### src/rtl/mul_issue_sched.sv
// Round-robin issue scheduler sharing one combinational XLEN x XLEN multiplier among NUM_REQ ports.
// Build option: define MUL_PRODUCT_RETIME_EN to register the full product (latency 3 instead of 2).
module mul_issue_sched #(
  parameter int NUM_REQ = 2,
  parameter int XLEN    = 32,
  parameter int TAG_W   = 6,
  localparam int SRC_W  = (NUM_REQ > 1) ? $clog2(NUM_REQ) : 1
) (
  input  logic                     clk,
  input  logic                     rst_n,
  input  logic                     flush,
  input  logic [NUM_REQ-1:0]       req_vld,
  output logic [NUM_REQ-1:0]       req_rdy,
  input  logic [2*NUM_REQ-1:0]     req_op,
  input  logic [XLEN*NUM_REQ-1:0]  req_src1,
  input  logic [XLEN*NUM_REQ-1:0]  req_src2,
  input  logic [TAG_W*NUM_REQ-1:0] req_tag,
  output logic                     mul_tc_a,
  output logic                     mul_tc_b,
  output logic [XLEN-1:0]          mul_a,
  output logic [XLEN-1:0]          mul_b,
  input  logic [2*XLEN-1:0]        mul_product,
  output logic                     rsp_vld,
  input  logic                     rsp_rdy,
  output logic [XLEN-1:0]          rsp_data,
  output logic [TAG_W-1:0]         rsp_tag,
  output logic [SRC_W-1:0]         rsp_src
);

  if (NUM_REQ < 1 || NUM_REQ > 8) begin : g_bad_num_req
    $error("mul_issue_sched: NUM_REQ must be in the range 1..8");
  end

  typedef enum logic [1:0] {
    OP_MUL    = 2'b00,
    OP_MULH   = 2'b01,
    OP_MULHSU = 2'b10,
    OP_MULHU  = 2'b11
  } op_e;

  // Stall chain and arbitration
  logic             s2_adv;
  logic             s1_adv;
  logic             s1_fwd;
  logic             accept;
  logic             grant_vld;
  logic [SRC_W-1:0] grant_idx;
  logic [1:0]       sel_op;
  logic [XLEN-1:0]  sel_src1;
  logic [XLEN-1:0]  sel_src2;
  logic [TAG_W-1:0] sel_tag;
  logic [SRC_W-1:0] rr_ptr_q, rr_ptr_d;

  // S1: operand registers feeding the multiplier
  logic             s1_vld_q, s1_vld_d;
  logic             s1_tc_a_q, s1_tc_a_d;
  logic             s1_tc_b_q, s1_tc_b_d;
  logic [XLEN-1:0]  s1_a_q, s1_a_d;
  logic [XLEN-1:0]  s1_b_q, s1_b_d;
  logic             s1_hi_q, s1_hi_d;
  logic [TAG_W-1:0] s1_tag_q, s1_tag_d;
  logic [SRC_W-1:0] s1_src_q, s1_src_d;

  // Whatever stage sits directly in front of S2
  logic              pre_vld;
  logic [2*XLEN-1:0] pre_prod;
  logic              pre_hi;
  logic [TAG_W-1:0]  pre_tag;
  logic [SRC_W-1:0]  pre_src;

  // S2: response registers
  logic             s2_vld_q, s2_vld_d;
  logic [XLEN-1:0]  s2_data_q, s2_data_d;
  logic [TAG_W-1:0] s2_tag_q, s2_tag_d;
  logic [SRC_W-1:0] s2_src_q, s2_src_d;

  assign s2_adv = !s2_vld_q || rsp_rdy;
  assign s1_adv = !s1_vld_q || s1_fwd;
  assign accept = rst_n && !flush && s1_adv && grant_vld;

  // First valid requester at or after rr_ptr; the offset loop makes the search wrap.
  always_comb begin
    // NOTE: every always_comb output gets a default first so no path can infer a latch.
    grant_vld = 1'b0;
    grant_idx = '0;
    sel_op    = '0;
    sel_src1  = '0;
    sel_src2  = '0;
    sel_tag   = '0;
    for (int k = 0; k < NUM_REQ; k++) begin
      for (int i = 0; i < NUM_REQ; i++) begin
        if (!grant_vld && req_vld[i] && (i == (int'(rr_ptr_q) + k) % NUM_REQ)) begin
          grant_vld = 1'b1;
          grant_idx = SRC_W'(i);
          sel_op    = req_op[2*i +: 2];
          sel_src1  = req_src1[XLEN*i +: XLEN];
          sel_src2  = req_src2[XLEN*i +: XLEN];
          sel_tag   = req_tag[TAG_W*i +: TAG_W];
        end
      end
    end
  end

  always_comb begin
    for (int i = 0; i < NUM_REQ; i++) begin
      req_rdy[i] = accept && (grant_idx == SRC_W'(i));
    end
  end

  always_comb begin
    rr_ptr_d = rr_ptr_q;
    if (accept) begin
      rr_ptr_d = (grant_idx == SRC_W'(NUM_REQ - 1)) ? '0 : grant_idx + SRC_W'(1);
    end
  end

  always_comb begin
    s1_vld_d  = s1_vld_q;
    s1_tc_a_d = s1_tc_a_q;
    s1_tc_b_d = s1_tc_b_q;
    s1_a_d    = s1_a_q;
    s1_b_d    = s1_b_q;
    s1_hi_d   = s1_hi_q;
    s1_tag_d  = s1_tag_q;
    s1_src_d  = s1_src_q;
    if (accept) begin
      s1_vld_d  = 1'b1;
      s1_tc_a_d = (op_e'(sel_op) == OP_MULH) || (op_e'(sel_op) == OP_MULHSU);
      s1_tc_b_d = (op_e'(sel_op) == OP_MULH);
      s1_a_d    = sel_src1;
      s1_b_d    = sel_src2;
      s1_hi_d   = sel_op[1] | sel_op[0];
      s1_tag_d  = sel_tag;
      s1_src_d  = grant_idx;
    end else if (s1_vld_q && s1_fwd) begin
      s1_vld_d = 1'b0;
    end
    if (flush) begin
      s1_vld_d = 1'b0;
    end
  end

  assign mul_tc_a = s1_tc_a_q;
  assign mul_tc_b = s1_tc_b_q;
  assign mul_a    = s1_a_q;
  assign mul_b    = s1_b_q;

`ifdef MUL_PRODUCT_RETIME_EN
  logic              s1b_adv;
  logic              s1b_vld_q, s1b_vld_d;
  logic [2*XLEN-1:0] s1b_prod_q, s1b_prod_d;
  logic              s1b_hi_q, s1b_hi_d;
  logic [TAG_W-1:0]  s1b_tag_q, s1b_tag_d;
  logic [SRC_W-1:0]  s1b_src_q, s1b_src_d;

  assign s1b_adv = !s1b_vld_q || s2_adv;
  assign s1_fwd  = s1b_adv;

  always_comb begin
    s1b_vld_d  = s1b_vld_q;
    s1b_prod_d = s1b_prod_q;
    s1b_hi_d   = s1b_hi_q;
    s1b_tag_d  = s1b_tag_q;
    s1b_src_d  = s1b_src_q;
    if (s1_vld_q && s1b_adv) begin
      s1b_vld_d  = 1'b1;
      s1b_prod_d = mul_product;
      s1b_hi_d   = s1_hi_q;
      s1b_tag_d  = s1_tag_q;
      s1b_src_d  = s1_src_q;
    end else if (s1b_vld_q && s2_adv) begin
      s1b_vld_d = 1'b0;
    end
    if (flush) begin
      s1b_vld_d = 1'b0;
    end
  end

  always_ff @(posedge clk or negedge rst_n) begin
    if (!rst_n) begin
      s1b_vld_q  <= 1'b0;
      s1b_prod_q <= '0;
      s1b_hi_q   <= 1'b0;
      s1b_tag_q  <= '0;
      s1b_src_q  <= '0;
    end else begin
      s1b_vld_q  <= s1b_vld_d;
      s1b_prod_q <= s1b_prod_d;
      s1b_hi_q   <= s1b_hi_d;
      s1b_tag_q  <= s1b_tag_d;
      s1b_src_q  <= s1b_src_d;
    end
  end

  assign pre_vld  = s1b_vld_q;
  assign pre_prod = s1b_prod_q;
  assign pre_hi   = s1b_hi_q;
  assign pre_tag  = s1b_tag_q;
  assign pre_src  = s1b_src_q;
`else
  assign s1_fwd   = s2_adv;
  assign pre_vld  = s1_vld_q;
  assign pre_prod = mul_product;
  assign pre_hi   = s1_hi_q;
  assign pre_tag  = s1_tag_q;
  assign pre_src  = s1_src_q;
`endif

  // A consumed response with nothing behind it empties S2; an unconsumed one holds.
  always_comb begin
    s2_vld_d  = s2_vld_q;
    s2_data_d = s2_data_q;
    s2_tag_d  = s2_tag_q;
    s2_src_d  = s2_src_q;
    if (pre_vld && s2_adv) begin
      s2_vld_d  = 1'b1;
      s2_data_d = pre_hi ? pre_prod[2*XLEN-1:XLEN] : pre_prod[XLEN-1:0];
      s2_tag_d  = pre_tag;
      s2_src_d  = pre_src;
    end else if (rsp_rdy) begin
      s2_vld_d = 1'b0;
    end
    if (flush) begin
      s2_vld_d = 1'b0;
    end
  end

  assign rsp_vld  = s2_vld_q;
  assign rsp_data = s2_data_q;
  assign rsp_tag  = s2_tag_q;
  assign rsp_src  = s2_src_q;

  // NOTE: datapath registers are reset as well, so mul_* and rsp_* read zero out of reset.
  always_ff @(posedge clk or negedge rst_n) begin
    if (!rst_n) begin
      rr_ptr_q  <= '0;
      s1_vld_q  <= 1'b0;
      s1_tc_a_q <= 1'b0;
      s1_tc_b_q <= 1'b0;
      s1_a_q    <= '0;
      s1_b_q    <= '0;
      s1_hi_q   <= 1'b0;
      s1_tag_q  <= '0;
      s1_src_q  <= '0;
      s2_vld_q  <= 1'b0;
      s2_data_q <= '0;
      s2_tag_q  <= '0;
      s2_src_q  <= '0;
    end else begin
      // NOTE: non-blocking assignments so every flop samples pre-edge values.
      rr_ptr_q  <= rr_ptr_d;
      s1_vld_q  <= s1_vld_d;
      s1_tc_a_q <= s1_tc_a_d;
      s1_tc_b_q <= s1_tc_b_d;
      s1_a_q    <= s1_a_d;
      s1_b_q    <= s1_b_d;
      s1_hi_q   <= s1_hi_d;
      s1_tag_q  <= s1_tag_d;
      s1_src_q  <= s1_src_d;
      s2_vld_q  <= s2_vld_d;
      s2_data_q <= s2_data_d;
      s2_tag_q  <= s2_tag_d;
      s2_src_q  <= s2_src_d;
    end
  end

endmodule

### config.mk
export PLATFORM = sky130hd
export DESIGN_NAME = mul_issue_sched
export DESIGN_NICKNAME = d
export VERILOG_FILES = /design/src/rtl/mul_issue_sched.sv
export SDC_FILE = /design/constraint.sdc
export NUM_CORES = 1
export LEC_CHECK = 0
export BUFFER_PORTS_ARGS = -buffer_cell sky130_fd_sc_hd__buf_2
export CORE_ASPECT_RATIO = 1.5
export CORE_MARGIN = 10
export CORE_UTILIZATION = 48
export DETAILED_ROUTE_END_ITERATION = 10
export HOLD_SLACK_MARGIN = 0.05
export PLACE_DENSITY = 0.86
export SLEW_MARGIN = 0
export SYNTH_ARGS = -nofsm -noshare
export SYNTH_HDL_FRONTEND = slang
export SYNTH_SLANG_ARGS = --single-unit
### constraint.sdc
create_clock -name clk -period 4.6 [get_ports clk]
set_clock_uncertainty 0.1 [all_clocks]
set_input_delay 0.23 -clock clk [delete_from_list [all_inputs] [get_ports clk]]
set_output_delay 0.23 -clock clk [all_outputs]
set_load 0.005 [all_outputs]
==> impl_metrics.env, run 1 <==
export IMPL_status="completed"
export IMPL_first_pass_iters=4
export IMPL_synth_cell_types=24
export IMPL_grt_ovfl_total=0
export IMPL_power_density_mw_per_mm2=483
export IMPL_place_congestion=0.873
export IMPL_yosysWarnings=0
export IMPL_crit_chain="dlygate4sd3_1 > buf_4 > o2111a_4 > nor2b_1 > buf_2"
export IMPL_dieHeight_um=153
export IMPL_cts_tree="done"
export IMPL_hold_viol=0
export IMPL_wl_um=19000
export IMPL_drtIter0Drc=191
export IMPL_synth_area_per_cell_um2=14.3
export IMPL_period_needed_ps=3060
export IMPL_internal_power_uw=2810
export IMPL_critPathBufInv=3
export IMPL_wl_per_cell_um=22.1
export IMPL_dp_hpwl_um=14600
export IMPL_antenna_cells=0
export IMPL_worstMarginPinSlew_ps=1330
export IMPL_cts_sinks=116
export IMPL_worstSetupPathType="input port to primary output"
export IMPL_hold_path_class="input port to flop"
export IMPL_slowest_delay_ps=1060
export IMPL_syn_area_mm2=0.00565
export IMPL_post_route_period_util_pct=66.6
export IMPL_pwr_share_seq_pct=38.1
export IMPL_path_max_fanout=78
export IMPL_highest_layer="met4"
export IMPL_vdd_drop_max_mv=0.295
export IMPL_yosysSeqAreaShare_pct=51.3
export IMPL_setup_viol=0
export IMPL_core_mm2=0.0115
export IMPL_clk_pin_slew_worst_paths_ps=50
export IMPL_dp_slack_ps=2020
export IMPL_maxSlewHeadroom_pct=11.2
export IMPL_initial_core_util_pct=49.0
export IMPL_numPortBuffers=321
export IMPL_cp_top_family="buffers and inverters"
export IMPL_grt_usage_pct=22.0
export IMPL_cts_setup_buffers=0
export IMPL_vias=4818
export IMPL_p_leak_uw=0.00397
export IMPL_critPathRequiredTime_ps=4270
export IMPL_fmax_mhz=327
export IMPL_rows=48
export IMPL_clkLatencyLatePin_ps=390
export IMPL_drc=0
export IMPL_io_pins=322
export IMPL_antenna_found_initial=0
export IMPL_layout_common_cells="buf_2 (320), mux2_2 (126), dfrtp_1 (116)"
export IMPL_grt_max_degree=79
export IMPL_drive_gt1_share_pct=70.3
export IMPL_fp_dieW_um=109
export IMPL_antenna_left=0
export IMPL_switchingPower_uw=1030
export IMPL_vias_per_cell=5.60
export IMPL_grt_pass1_wl_um=28800
export IMPL_synth_cells=395
export IMPL_cts_resized=0
export IMPL_drv_slew=0
export IMPL_drt_met1_wl_um=6460
export IMPL_fin_ws_ps=1540
export IMPL_cts_root_buffer="clkbuf_16"
export IMPL_synth_seq_cells=116
export IMPL_cp_start_kind="input port"
export IMPL_syn2layout_area_growth_pct=40.5
export IMPL_combPwrFrac_pct=26.1
export IMPL_cts_buffers=17
export IMPL_synth_nets=611
export IMPL_rsz0062_at_grt="false"
export IMPL_p_sw_share_pct=26.8
export IMPL_wl_met3_um=1940
export IMPL_final_common_cell="buf_2"
export IMPL_setup_tns_ps=0
export IMPL_cpMaxStageDelayCell="o2111a_4"
export IMPL_first_global_vias=5477
export IMPL_die_area_mm2=0.0166
export IMPL_pwr_share_clk_pct=35.8
export IMPL_endpoint_kind="primary output"
export IMPL_maxCapViolCount=0
export IMPL_h_tree_depth=4
export IMPL_arrival_ps=2730
export IMPL_clk_path_buf_depth=2
export IMPL_nets=915
export IMPL_wl_met2_um=9770
[tightest hold or removal path, stage by stage]
cell and delay (ps):
buf_2 70, a32o_1 100, mux2_2 140
[state kept, by name, indices dropped and copies added, names as in the netlist]
name      cells
rsp_data     32
rsp_tag       6
mul_tc_a      1
rsp_vld       1
pre_vld       1
pre_src       1
pre_hi        1
mul_tc_b      1
rsp_src       1
mul_a        32
rr_ptr_q      1
pre_tag       6
mul_b        32
[power by group through the flow]
stage / logic (uW) / registers [uW] / clock network (uW)
floorplan: 505 / 1450 / 0
global placement: 957 / 1450 / 0
detailed placement: 1010 / 1470 / 0
CTS: 1020 / 1460 / 1400
global route: 1090 / 1490 / 1450
finish: 1000 / 1460 / 1380
[kinds of logic (layout without fill, tap and decap cells)]
kind of cell / count (synthesis) / in the layout / synth area share (%)
compound gates: 78 / 78 / 13.5
fa+ha+maj: 2 / 2 / 0.443
buf+inv: 47 / 362 / 4.09
flops: 116 / 116 / 51.3
mux: 146 / 146 / 30.0
simple gates: 6 / 6 / 0.642
[cell type report]
class                   count  area [um2]
inverters                   5        18.8
multi-input cells         232        2550
flip-flops and latches    116        2900
well taps                 150         188
clock buffers              21         470
clock inverters             9         153
fillers                   830        3590
repair buffers            327        1660
[Yosys cell counts]
| master | n | area share (%) |
|---|---|---|
| a22o_1 | 1 | 0.15 |
| buf_2 | 20 | 1.8 |
| ha_1 | 2 | 0.44 |
| buf_1 | 1 | 0.066 |
| dfrtp_1 | 116 | 51 |
| a22oi_1 | 2 | 0.27 |
| nand3b_1 | 1 | 0.13 |
| mux2_4 | 15 | 4.0 |
| a32o_1 | 70 | 12 |
| o21bai_1 | 1 | 0.13 |
| a21oi_1 | 1 | 0.088 |
| mux2_1 | 3 | 0.60 |
| nor2_1 | 1 | 0.066 |
| o2111a_1 | 1 | 0.20 |
| and2_1 | 2 | 0.22 |
| buf_6 | 4 | 0.80 |
| mux2_2 | 126 | 25 |
| o21ai_1 | 1 | 0.088 |
| nor2b_1 | 1 | 0.11 |
| mux2i_1 | 2 | 0.35 |
| nand2b_1 | 1 | 0.11 |
| inv_1 | 5 | 0.33 |
| a21boi_0 | 1 | 0.13 |
| clkbuf_1 | 17 | 1.1 |
[routing by layer]
| layer | GRT usage [%] | vias to the layer above |
|---|---|---|
| li1 | - | 2143 |
| met1 | 21.7 | 2319 |
| met2 | 38.8 | 294 |
| met3 | 8.08 | 62 |
| met4 | 11.2 | 0 |
| met5 | 0 | - |
[path summary, 6_finish.rpt]
check                            startpoint           end  slack, ps  cells after the start
min in group asynchronous             rst_n   rsp_data[7]        300                      2
worst max-delay path                  rst_n    req_rdy[0]       1540                      5
worst max register to register     rr_ptr_q      mul_tc_a       2100                      5
worst min register to register   pre_tag[1]    pre_tag[1]        380                      1
worst min-delay path            req_src2[9]      mul_b[9]         80                      3
max in group asynchronous             rst_n  rsp_data[27]       2800                      3
[what timing repair did]
item,CTS,global route
endpoints found under the hold margin,50,0
hold buffers,2,0
setup endpoints to repair,0,0
[per-stage QoR]
step	util (%)	power (uW)	instances	area (um2)	hold WS, ps
floorplan	-	1960	395	5650	-166
global placement	63.3	2410	828	7300	175
detailed placement	63.3	2480	828	7300	200
CTS	68.9	3880	860	7950	66.3
global route	68.9	4030	860	7950	74.7
finish	68.9	3840	860	7950	82.6
Power figures use the tool's default switching activity.
==> inputs of run 2 (changes only) <==
CORE_UTILIZATION = 45   (was 48)
PLACE_DENSITY = 0.82   (was 0.86)
clock period = 3 ns   (was 4.6 ns; I/O delays follow)
==> impl_metrics.env, run 2 <==
export IMPL_status="aborted with a tool error"
export IMPL_stop_stage="clock tree synthesis (4_1_cts)"
export IMPL_tool_error="[ERROR RSZ-0060] Max buffer count reached."
export IMPL_synthArstFlopShare_pct=100
export IMPL_dpl_cell_area_mm2=0.00737
export IMPL_ctsHoldBuffers=175
export IMPL_synth_seq_cells=116
export IMPL_h_tree_depth=4
export IMPL_yosysMostFrequentCell="mux2_2"
export IMPL_syn_area_mm2=0.00565
export IMPL_synthTopCellsByCount="mux2_2 (126), dfrtp_1 (116), a32o_1 (70), buf_2 (20), clkbuf_1 (17)"
export IMPL_cts_resized=0
export IMPL_synth_area_per_cell_um2=14.3
export IMPL_clk_path_buf_depth=2
export IMPL_io_pins=322
export IMPL_numPortBuffers=321
export IMPL_synth_flop_cell="dfrtp_1"
export IMPL_yosysTopAreaCellShare_pct=51.3
export IMPL_synth_cell_types=24
export IMPL_dieHeight_um=157
export IMPL_cts_setup_buffers=0
export IMPL_rows=50
export IMPL_fp_dieW_um=112
export IMPL_synth_nets=611
export IMPL_synth_cells=395
export IMPL_cts_root_buffer="clkbuf_16"
export IMPL_place_congestion=0.837
export IMPL_initial_core_util_pct=45.6
export IMPL_cts_sinks=116
export IMPL_synth_top_area_cell="dfrtp_1"
export IMPL_dp_hpwl_um=14200
export IMPL_synth_edf_count=0
export IMPL_yosysSeqAreaShare_pct=51.3
export IMPL_dp_slack_ps=806
export IMPL_cts_buffers=17
export IMPL_yosysWarnings=0
export IMPL_synthTopCellsByArea="dfrtp_1 (51%), mux2_2 (25%), a32o_1 (12%)"
-- run 2: through the flow --
stage	std cells	utilization, %	hold slack (ps)
2_1_floorplan	395	-	-246
3_3_place_gp	839	59.5	233
3_5_place_dp	839	59.5	245
-- run 2: logic make-up after synthesis --
kind of cell	synth area share (%)
AO/OA/AOI/OAI	13.5
adder cells (fa/ha/maj)	0.443
buffers and inverters	4.09
flip-flops	51.3
multiplexers	30.0
AND/OR/NAND/NOR	0.642
==> inputs of run 3 (changes only) <==
CORE_ASPECT_RATIO = default   (was 1.5)
CORE_UTILIZATION = 35   (was 45)
HOLD_SLACK_MARGIN = default   (was 0.05)
PLACE_DENSITY = default   (was 0.82)
PLACE_DENSITY_LB_ADDON = 0.15   (was default)
==> impl_metrics.env, run 3 (synthesis results as in run 1) <==
export IMPL_die_area_mm2=0.0216
export IMPL_first_pass_iters=5
export IMPL_nets=1029
export IMPL_drt_met1_wl_um=7670
export IMPL_highest_layer="met5"
export IMPL_wl_met2_um=10400
export IMPL_drtIter0Drc=218
export IMPL_worstSetupPathType="flop to flop"
export IMPL_vias=5175
export IMPL_critPathRequiredTime_ps=3190
export IMPL_wl_met3_um=1920
export IMPL_critPathBufInv=2
export IMPL_vdd_drop_max_mv=0.365
export IMPL_post_route_period_util_pct=87.1
export IMPL_drc=0
export IMPL_worstMarginPinSlew_ps=805
export IMPL_rsz0062_at_grt="false"
export IMPL_setup_viol=0
export IMPL_syn2layout_area_growth_pct=60.8
export IMPL_wl_um=20400
export IMPL_cts_buffers=17
export IMPL_place_congestion=0.769
export IMPL_grt_usage_pct=18.2
export IMPL_wl_per_cell_um=19.5
export IMPL_power_density_mw_per_mm2=634
export IMPL_clk_pin_slew_worst_paths_ps=50
export IMPL_initial_core_util_pct=35.6
export IMPL_drive_gt1_share_pct=61.1
export IMPL_crit_chain="nand2b_2 > buf_4 > a32o_1 > dlygate4sd3_1 > mux2_2"
export IMPL_multi_input_area_mm2=0.00255
export IMPL_path_max_fanout=48
export IMPL_numPortBuffers=321
export IMPL_cp_start_kind="flop"
export IMPL_clkLatencyLatePin_ps=410
export IMPL_layout_common_cells="buf_2 (320), mux2_2 (126), dfrtp_1 (116)"
export IMPL_cpMaxStageDelayCell="dlygate4sd3_1"
export IMPL_arrival_ps=2810
export IMPL_rows=46
export IMPL_vias_per_cell=4.96
export IMPL_maxCapViolCount=0
export IMPL_status="completed"
export IMPL_setup_tns_ps=0
export IMPL_maxSlewHeadroom_pct=46.4
export IMPL_period_needed_ps=2610
export IMPL_endpoint_kind="flop"
export IMPL_dp_hpwl_um=14600
export IMPL_drv_slew=0
export IMPL_core_mm2=0.0159
export IMPL_grt_ovfl_total=0
export IMPL_cp_top_family="buffers and inverters"
export IMPL_fp_dieW_um=147
export IMPL_hold_path_class="input port to flop"
export IMPL_io_pins=322
export IMPL_first_global_vias=5816
export IMPL_cts_sinks=116
export IMPL_final_seq_area_mm2=0.00290
export IMPL_antenna_left=0
export IMPL_hold_viol=0
export IMPL_num_fill_cells=1344
export IMPL_cts_root_buffer="clkbuf_16"
export IMPL_clk_path_buf_depth=2
export IMPL_grt_pass1_wl_um=31500
export IMPL_hold_ws_ps=10.6
export IMPL_dieHeight_um=147
export IMPL_p_leak_uw=0.00441
export IMPL_slowest_delay_ps=550
export IMPL_fmax_mhz=383
export IMPL_h_tree_depth=4
export IMPL_antenna_found_initial=2
export IMPL_final_common_cell="buf_2"
export IMPL_grt_max_degree=70
export IMPL_cts_tree="done"
## run 3: routing by layer
metal | global-route usage (%) | up-vias
li1 | - | 2374
met1 | 19.2 | 2538
met2 | 31.7 | 231
met3 | 8.23 | 30
met4 | 6.19 | 2
met5 | 0 | -
## run 3: path summary, 6_finish.rpt
path / from / endpoint / slack (ps) / cells after the start
setup reg to reg: rr_ptr_q / mul_b[24] / 390 / 5
hold reg to reg: pre_tag[1] / pre_tag[1] / 390 / 1
max in group asynchronous: rst_n / mul_a[31] / 1110 / 4
min in group asynchronous: rst_n / rsp_data[21] / 420 / 3
setup / recovery: rr_ptr_q / mul_b[24] / 390 / 5
hold / removal: req_src1[5] / mul_a[5] / 10 / 3
## run 3: report_power, final
group	internal [uW]	leakage (uW)	switching [uW]
clock network	1170	0.000265	687
registers	1980	0.00142	201
logic	1030	0.00272	703
## run 3: what timing repair did
item                      CTS  global route
buffers inserted            0             0
hold endpoints to repair  141             1
hold buffers              109             1
resized for setup           0             0
## run 3: layout make-up
type,instances,share of cell area (%)
sequential,116,31.9
timing repair buffer,441,30.8
multi-input combinational,232,28.1
clock buffer,22,5.11
tap,216,2.97
clock inverter,10,0.908
inverter,5,0.206
antenna,1,0.0275
## run 3: per-stage QoR
| step | area [um2] | util (%) | worst slack (ps) | total power [uW] | std cells |
|---|---|---|---|---|---|
| global placement | 7440 | 46.8 | 828 | 3740 | 900 |
| finish | 9090 | 57.2 | 388 | 5770 | 1043 |
| floorplan | 5650 | - | 1100 | 3000 | 395 |
| detailed placement | 7440 | 46.8 | 785 | 3800 | 900 |
| CTS | 9080 | 57.2 | 398 | 5850 | 1041 |
| global route | 9090 | 57.2 | 279 | 6120 | 1043 |
## run 3: worst register-to-register path, stage by stage, from the launching register on
cell and delay (ps):
dfrtp_1 410, nand2b_2 430, buf_4 410, a32o_1 350, dlygate4sd3_1 550, mux2_2 260
==> inputs of run 4 (changes only) <==
ABC_AREA = 1   (was default)
==> impl_metrics.env, run 4 <==
export IMPL_syn2layout_area_growth_pct=66.7
export IMPL_r2r_slack_ps=470
export IMPL_setup_viol=0
export IMPL_critPathBufInv=2
export IMPL_synth_cells=899
export IMPL_grt_usage_pct=20.9
export IMPL_critPathRequiredTime_ps=3240
export IMPL_synth_flop_cell="dfrtp_1"
export IMPL_grt_max_degree=144
export IMPL_yosysWarnings=0
export IMPL_antenna_left=0
export IMPL_place_congestion=0.795
export IMPL_fp_dieW_um=156
export IMPL_clkLatencyLatePin_ps=400
export IMPL_fmax_mhz=395
export IMPL_first_global_vias=7832
export IMPL_vdd_drop_max_mv=0.387
export IMPL_maxCapViolCount=0
export IMPL_dp_hpwl_um=17000
export IMPL_dp_cells=1386
export IMPL_setup_tns_ps=0
export IMPL_endpoint_kind="flop"
export IMPL_cp_top_family="buffers and inverters"
export IMPL_post_route_period_util_pct=84.5
export IMPL_die_area_mm2=0.0242
export IMPL_synthArstFlopShare_pct=100
export IMPL_arrival_ps=2780
export IMPL_nets=1590
export IMPL_clk_pin_slew_worst_paths_ps=50
export IMPL_cts_buffers=17
export IMPL_status="completed"
export IMPL_drv_slew=0
export IMPL_layout_common_cells="nand2_1 (328), buf_2 (320), dlygate4sd3_1 (198)"
export IMPL_synthTopCellsByArea="dfrtp_1 (45%), nand2_1 (19%), nand3_1 (11%)"
export IMPL_initial_core_util_pct=35.7
export IMPL_cp_num_cells=7
export IMPL_whs_path_depth=5
export IMPL_hold_viol=0
export IMPL_synth_edf_count=0
export IMPL_synthTopCellsByCount="nand2_1 (330), nand3_1 (143), dfrtp_1 (116), inv_1 (111), nand4_1 (70)"
export IMPL_clk_path_buf_depth=2
export IMPL_synth_seq_cells=116
export IMPL_synth_area_per_cell_um2=7.15
export IMPL_maxSlewHeadroom_pct=30.1
export IMPL_slowest_delay_ps=560
export IMPL_worstMarginPinSlew_ps=1050
export IMPL_cts_root_buffer="clkbuf_16"
export IMPL_p_leak_uw=0.00579
export IMPL_cpMaxStageDelayCell="buf_4"
export IMPL_wl_um=26300
export IMPL_cts_tree="done"
export IMPL_cts_resized=0
export IMPL_first_pass_iters=5
export IMPL_hold_path_class="input port to flop"
export IMPL_drc=0
export IMPL_syn_area_mm2=0.00643
export IMPL_vias=7742
export IMPL_cp_start_kind="flop"
export IMPL_yosysSeqAreaShare_pct=45.1
export IMPL_num_fill_cells=1694
export IMPL_core_mm2=0.0180
export IMPL_drive_gt1_share_pct=26.6
export IMPL_rows=49
export IMPL_crit_chain="nand2_2 > buf_4 > nand3_1 > nand3_1 > nand2_1 > nand2_1 > dlygate4sd3_1"
export IMPL_drtIter0Drc=605
export IMPL_power_density_mw_per_mm2=553
export IMPL_rsz0062_at_grt="false"
export IMPL_dieHeight_um=156
export IMPL_hold_start="req_src1[24]"
export IMPL_yosysTopAreaCellShare_pct=45.1
export IMPL_numPortBuffers=321
export IMPL_period_needed_ps=2530
export IMPL_synth_cell_types=18
export IMPL_vias_per_cell=4.78
export IMPL_grt_pass1_wl_um=41500
export IMPL_grt_ovfl_total=0
export IMPL_antenna_found_initial=6
export IMPL_instances_no_fill=1620
export IMPL_synth_nets=1115
export IMPL_wl_per_cell_um=16.2
export IMPL_reg2reg_to="mul_b[15]"
export IMPL_synth_top_area_cell="dfrtp_1"
export IMPL_yosysMostFrequentCell="nand2_1"
export IMPL_path_max_fanout=45
export IMPL_reg2reg_depth=7
export IMPL_hold_end="mul_a[24]"
export IMPL_rr_startpoint="rr_ptr_q"
export IMPL_h_tree_depth=4
export IMPL_cts_sinks=116
export IMPL_final_common_cell="nand2_1"
export IMPL_worstSetupPathType="flop to flop"
export IMPL_io_pins=322
## run 4: changes by cell type after synthesis, sizes merged, moves of 32 or more
cell and change:
a32o -70, mux2 -144, o211ai +32, buf +33, nand3 +144, nand4 +70
nand2 +330, inv +107
## run 4: area by class of cell
| class | count | area (um2) | share of cell area [%] |
|---|---|---|---|
| Multi-Input combinational cell | 597 | 2780 | 26.0 |
| Tap cell | 229 | 287 | 2.67 |
| Timing Repair Buffer | 530 | 3700 | 34.5 |
| Inverter | 112 | 420 | 3.92 |
| Clock inverter | 10 | 155 | 1.45 |
| Sequential cell | 116 | 2900 | 27.1 |
| Clock buffer | 21 | 460 | 4.29 |
| Antenna cell | 5 | 12.5 | 0.117 |
## run 4: kinds of logic (layout without fill, tap and decap cells)
family | after synthesis | count (layout) | synth area share (%)
AOI/OAI and AO/OA | 45 | 45 | 4.77
adders and majority gates | 2 | 2 | 0.389
buffers and inverters | 186 | 673 | 11.8
DFF | 116 | 116 | 45.1
other | 0 | 5 | 0
and+or+nand+nor | 550 | 550 | 37.9
## run 4: where the power goes
part / internal (uW) / switching (uW)
clock: 1420 / 707
sequential: 1890 / 223
combinational: 871 / 813
total: 4180 / 1740
## run 4: how the worst max path moves through the flow
stage | slack (ps) | end | startpoint
after global routing | 300 | mul_a[0] | rr_ptr_q
after floorplan | 1470 | mul_tc_a | rr_ptr_q
after global placement | 1050 | mul_a[10] | rr_ptr_q
after CTS | 500 | mul_b[27] | flush
after detailed placement | 1020 | mul_a[10] | rr_ptr_q
final | 470 | mul_b[15] | rr_ptr_q
## run 4: worst min-delay path, cell delays in order
cell,delay (ps)
buf_2,90
nand3_1,70
nand3_1,80
nand2_1,50
nand2_1,50
## run 4: through the flow
step / instance area, um2 / util, % / power, uW / setup WS, ps / hold WS, ps
3_3_place_gp: 8110 / 45.0 / 3440 / 1050 / 250
2_1_floorplan: 6430 / - / 2760 / 1470 / -246
3_5_place_dp: 8110 / 45.0 / 3460 / 1020 / 255
5_1_grt: 10700 / 59.5 / 6300 / 304 / 39.9
4_1_cts: 10700 / 59.4 / 5980 / 497 / 2.35
6_report: 10700 / 59.5 / 5920 / 465 / 16.2
## run 4: layer usage
layer | wire length (um) | GRT usage (%) | up-vias
met1 | 11100 | 26.0 | 3560
met3 | 1970 | 6.40 | 49
met4 | 783 | 8.82 | 2
met2 | 12400 | 33.1 | 276
li1 | - | - | 3855
met5 | 11 | 0 | -
## run 4: what timing repair did
item                                    4_1_cts  5_1_grt
buffers inserted                              0        0
endpoints found under the hold margin       157        0
endpoints found under the setup margin        0        0
hold buffers                                198        0
